--- src/rtl/beat_timing_gen.sv ---
// Beat (W-phase) generator: one-hot beats per machine cycle, clocked by t3, with halt/restart control.
// Optional single-step halting is enabled by defining BEAT_SINGLE_STEP_EN.
module beat_timing_gen #(
  parameter int MAX_BEATS  = 4,
  parameter int NORM_BEATS = 2,
  parameter int CNT_W      = 8
) (
  input  logic                 t3,
  input  logic                 clr,
  input  logic                 start,
  input  logic                 stop,
  input  logic                 short,
  input  logic                 long,
`ifdef BEAT_SINGLE_STEP_EN
  input  logic                 step,
`endif
  output logic [MAX_BEATS-1:0] w,
  output logic                 running,
  output logic                 halted,
  output logic [CNT_W-1:0]     cycle_cnt
);

  typedef enum logic [1:0] {IDLE, RUN, HALT} state_t;

  localparam logic [MAX_BEATS-1:0] W_FIRST = MAX_BEATS'(1);

  state_t               state, state_nxt;
  logic [MAX_BEATS-1:0] w_nxt;
  logic [CNT_W-1:0]     cnt_nxt;
  logic                 running_nxt, halted_nxt;
  logic                 halt_req;
  logic                 w_onehot;
  logic                 cycle_end;

`ifdef BEAT_SINGLE_STEP_EN
  assign halt_req = stop | step;
`else
  assign halt_req = stop;
`endif

  assign w_onehot = (w != '0) && ((w & (w - W_FIRST)) == '0);

  // Beat index k >= NORM_BEATS is equivalent to any bit at or above NORM_BEATS-1 being set.
  assign cycle_end = short
                   | (~long & (|(w >> (NORM_BEATS - 1))))
                   | w[MAX_BEATS-1];

  always_ff @(posedge t3 or negedge clr) begin
    if (!clr) begin
      state     <= IDLE;
      w         <= '0;
      cycle_cnt <= '0;
      running   <= 1'b0;
      halted    <= 1'b0;
    end else begin
      state     <= state_nxt;
      w         <= w_nxt;
      cycle_cnt <= cnt_nxt;
      running   <= running_nxt;
      halted    <= halted_nxt;
    end
  end

  always_comb begin
    state_nxt = state;
    w_nxt     = w;
    cnt_nxt   = cycle_cnt;
    case (state)
      IDLE, HALT: begin
        if (start && !stop) begin
          state_nxt = RUN;
          w_nxt     = W_FIRST;
        end else begin
          w_nxt = '0;
        end
      end
      RUN: begin
        // A corrupted beat vector restarts at W1 without counting a cycle.
        if (!w_onehot) begin
          w_nxt = W_FIRST;
        end else if (cycle_end) begin
          cnt_nxt = cycle_cnt + CNT_W'(1);
          if (halt_req) begin
            state_nxt = HALT;
            w_nxt     = '0;
          end else begin
            w_nxt = W_FIRST;
          end
        end else begin
          w_nxt = w << 1;
        end
      end
      default: begin
        state_nxt = IDLE;
        w_nxt     = '0;
      end
    endcase
  end

  always_comb begin
    running_nxt = (state_nxt == RUN);
    halted_nxt  = (state_nxt == HALT);
  end

endmodule

--- config.mk ---
export PLATFORM = sky130hd
export DESIGN_NAME = beat_timing_gen
export DESIGN_NICKNAME = d
export VERILOG_FILES = /design/src/rtl/beat_timing_gen.sv
export SDC_FILE = /design/constraint.sdc
export NUM_CORES = 1
export LEC_CHECK = 0
export BUFFER_PORTS_ARGS = -buffer_cell sky130_fd_sc_hd__buf_2
export CAP_MARGIN = 0
export CORE_MARGIN = 4
export CORE_UTILIZATION = 50
export CTS_CLUSTER_DIAMETER = 30
export DETAILED_ROUTE_END_ITERATION = 10
export MAX_ROUTING_LAYER = met4
export PLACE_DENSITY = 0.74
export SYNTH_ARGS = -nofsm -noshare
export SYNTH_HDL_FRONTEND = slang
export SYNTH_SLANG_ARGS = --single-unit
--- constraint.sdc ---
create_clock -name t3 -period 1.8 [get_ports t3]
set_input_delay 0.18 -clock t3 [delete_from_list [all_inputs] [get_ports t3]]
set_output_delay 0.18 -clock t3 [all_outputs]
set_load 0.01 [all_outputs]
Word-level counts from Yosys, hierarchy flattened --
Cells that the tools add are included.
Storage, ports and cells: input bits 6, bits in registers 16
Operators by class: mux-type cells 10, bitwise gates (word level) 5, $add $sub $neg 2, equal/unequal tests 4, reduce and logical (&&, ||, !) cells 9
Operators by type and width (number):
- $add A8 B1 Y8 const B | 1
- $mux W2 | 4
- $mux W4 | 2
- $pmux W4 S2 | 1
- $and A4 B4 Y4 | 1
- $eq A2 B1 Y1 const B | 2
- $eq A2 B2 Y1 const B | 2
- $logic_not A4 Y1 | 1
- $pmux W2 S2 | 1
- $reduce_bool A4 Y1 | 1
- $sub A4 B1 Y4 const B | 1
- $reduce_and A3 Y1 | 1
- $reduce_or A3 Y1 | 1
- $logic_and A1 B1 Y1 | 2
- $logic_not A2 Y1 | 1
- $mux W1 | 2
- $or A1 B1 Y1 | 2
- $reduce_or A2 Y1 | 1
- $and A1 B1 Y1 | 1
- $logic_not A1 Y1 | 1
- $not A1 Y1 | 1

Longest topological paths before layout --
depth after elaboration 8, depth in mapped cells 5, depth with buffers taken out 4

Worst setup path before layout --
No wires, ideal clock.
path type flip-flop to flip-flop, start point register w[2], end point register cycle_cnt[1], slack 0.142 ns, arrival time 1.534 ns, cell stages (with the launch flop) 6, period minus slack after synthesis 1.658 ns, path through dfrtp_1 clkbuf_2 xor2_1 o211a_1 o211ai_1 mux2_2
Between the ends: word-level cells in the longest chain between the ends 5
RTL lines:
- start, declared | line 17 | output logic [MAX_BEATS-1:0] w,
- start signal, assigned | line 57 | w <= w_nxt;
- $sub A4 B1 Y4 or $reduce_or A3 Y1 (tied branches) | line 41, 45
- $and A4 B4 Y4 or $and A1 B1 Y1 (tied branches) | line 41, 45
- $logic_not A4 Y1 or $or A1 B1 Y1 (tied branches) | line 41, 45
- $logic_and A1 B1 Y1 or $or A1 B1 Y1 (tied branches) | line 41, 46
- $reduce_and A3 Y1 (no line) *
- end signal, assigned | line 58 | cycle_cnt <= cnt_nxt;
- end, declared | line 20 | output logic [CNT_W-1:0] cycle_cnt
Mark *: on every way between the ends. The rest lies on a longest branch, timed or not. A chain may end at the register's enable or synchronous reset.

Final worst setup path --
start point register w[3], end point register cycle_cnt[1]
Same word-level chain as after synthesis.

==> qor.yml <==
cts_buffers: 3
core_area_um2: 1520
crit_type: "reg2reg"
r2r_start: "w[3]"
synth_top_area_share_pct: 48.6
ys_async_sr_fraction_pct: 100
outcome: "finished, final reports clean"
hold_viol_final: 0
avgRoutedWirePerCell_um: 15.6
slew_headroom_pct: 69.7
fin_area_um2: 973
r2r_setup_slack_ns: 0.08
cp.arrival_ns: 1.89
diodes: 0
synth_top_cell_by_area: "dfrtp_1"
row_count: 14
clk_pin_slew_ns: 0.09
routed_wl_um: 1660
pre_cts_slack_ns: 0.101
die_w_um: 48.6
yosys.cell_types.count: 29
cts_hold_repair.buffers: 1
cts_tree: "built"
fin_crit_ns: 1.72
clock_skew_ns: 0.00275
worst_slew_pin_slew_ns: 0.453
antenna_found_initial: 0
cts_setup_buffers: 0
synth_nets: 75
root_buffer: "clkbuf_4"
p_comb_share_pct: 37.9
grt_pass1_vias: 602
seqPwrFrac_pct: 46.5
swShare_pct: 37.3
maxCapViolations: 0
power_density_nw_per_um2: 1210
dieArea_um2: 2360
clkPwrFrac_pct: 15.6
htreeDepth: 1
cts_resized: 0
ys_seq_area_share_pct: 48.6
io_buffer_count: 19
drtIter0Drc: 16
peakVddDrop_v: 0.000826
grt_max_degree: 17
clkLatencyLatePin_ns: 0.28
setup_violations: 0
grt_remaining_overflow: 0
start_kind: "flip-flop"
min_path_type: "in2reg"
drtAntennaViolNets: 0
vias_per_cell: 5.81
hold_path_startpoint: "stop"
drive_above_1_share_pct: 34.1
syn_area_per_cell_um2: 12.1
p_int_mw: 0.740
crit_path_end: "cycle_cnt[1]"
holdWs_ns: 0.221
period_share_pct: 95.6
synth-edff-count: 0
rsz0062_at_grt: "false"
r2r_cells: 4
layout-area-overhead-vs-synth_pct: 18.2
track_usage_pct: 15.5
synthTopCellsByArea: "dfrtp_1 49%, xnor2_1 8.5%, and4_1 4.3%, o211ai_1 3.6%, o41ai_4 3.3%"
ys_warn_count: 0
final_net_count: 100
initial_core_util_pct: 54.0
synth_area_um2: 823
dpl_cell_area_um2: 941
crit_fanout: 7
leakagePower_nw: 0.489
clockBufferDepth: 2
hpwl_um: 1220
reg2reg_to: "cycle_cnt[1]"
slew_viol_final: 0
dr.pass1.iters: 4
fmax_ghz: 0.581
vias: 622
power.switching_mw: 0.441
timing.setup.tns_ns: 0
grt_pass1_wl_um: 2890
end_kind: "flip-flop"
syn_inst: 68
die_height_um: 48.6
drc: 0
cts.sinks: 16
gp_congestion: 0.797
synth-seq-cells: 16
layout_setup_ws_ns: 0.0796
synth-main-ff-cell: "dfrtp_1"
top_level_ports: 20
required_ns: 1.97
cp-startpoint: "w[3]"
-- final cells by class --
cell class / count / area (µm²)
clock buffers: 3 / 22.5
fillers: 134 / 551
inverters: 1 / 3.75
multi-input cells: 50 / 414
flip-flops and latches: 16 / 400
well taps: 16 / 20.0
repair buffers: 21 / 113
-- logic make-up (layout without fill, tap and decap cells) --
| family | count (synthesis) | in the layout | synth area share, % |
|---|---|---|---|
| buffers and inverters | 2 | 25 | 1.06 |
| XOR/XNOR | 9 | 9 | 9.58 |
| AND/OR/NAND/NOR | 21 | 21 | 18.4 |
| multiplexers | 1 | 1 | 1.37 |
| AO/OA/AOI/OAI | 18 | 18 | 19.5 |
| flip-flops | 16 | 16 | 48.6 |
| adder cells (fa/ha/maj) | 1 | 1 | 1.52 |
-- cell usage after synthesis, drive strengths merged (2+ instances only) --
library cell  number
and4               4
o21ai              5
a21boi             2
o211ai             4
nor2b              2
or2                2
nand2b             2
dfrtp             16
o2111ai            3
xnor2              8
and2               2
and3               4
-- layer usage --
metal	GRT usage [%]	vias up	wire, µm	share of wire, %
met1	20.8	297	781	47
met2	21.7	14	756	45
met3	4.29	6	87	5.2
met4	6.73	0	38	2.3
met5	-	-	0	0
li1	-	305	-	-
-- cell usage in the layout, fill, tap and decap left out, types with 2 or more instances in the layout --
| cell | count |
|---|---|
| buf_2 | 19 |
| o21ai_0 | 4 |
| and4_1 | 4 |
| nand2b_1 | 2 |
| xnor2_1 | 8 |
| clkbuf_4 | 3 |
| dfrtp_1 | 16 |
| or2_2 | 2 |
| o2111ai_1 | 2 |
| nor2b_1 | 2 |
| and3_1 | 4 |
| o211ai_1 | 4 |
| a21boi_0 | 2 |
-- registers in the layout, indices dropped and copies added, names as in the netlist --
register	cells
halted	1
cycle_cnt	8
w	4
state	2
running	1
-- metrics by stage --
stage	utilization (%)	total power [mW]	instances
2_1_floorplan	-	0.822	68
3_3_place_gp	61.7	0.987	103
3_5_place_dp	61.7	0.999	103
4_1_cts	63.9	1.19	107
5_1_grt	63.9	1.27	107
6_report	63.9	1.18	107
-- critical path, stage by stage (launching register included) --
cell and delay, ns:
dfrtp_1 0.49, xor2_1 0.21, o211a_1 0.27, o211ai_1 0.27, mux2_2 0.37
-- power groups by stage --
| stage | logic [mW] | clock network, mW | registers (mW) |
|---|---|---|---|
| 2_1_floorplan | 0.240 | 0 | 0.582 |
| 3_3_place_gp | 0.435 | 0 | 0.553 |
| 3_5_place_dp | 0.438 | 0 | 0.561 |
| 4_1_cts | 0.450 | 0.189 | 0.551 |
| 5_1_grt | 0.492 | 0.209 | 0.568 |
| 6_report | 0.447 | 0.184 | 0.550 |
-- how the worst min path moves through the flow --
stage / end / depth (start not counted) / slack [ns]
5_1_grt: halted / 3 / 0.25
3_3_place_gp: halted / 1 / 0.11
3_5_place_dp: state[1] / 1 / 0.11
6_report: state[1] / 3 / 0.22
4_1_cts: state[1] / 3 / 0.21
2_1_floorplan: cycle_cnt[0] / 0 / -0.12
No activity file was read; power rests on OpenSTA's default activity.
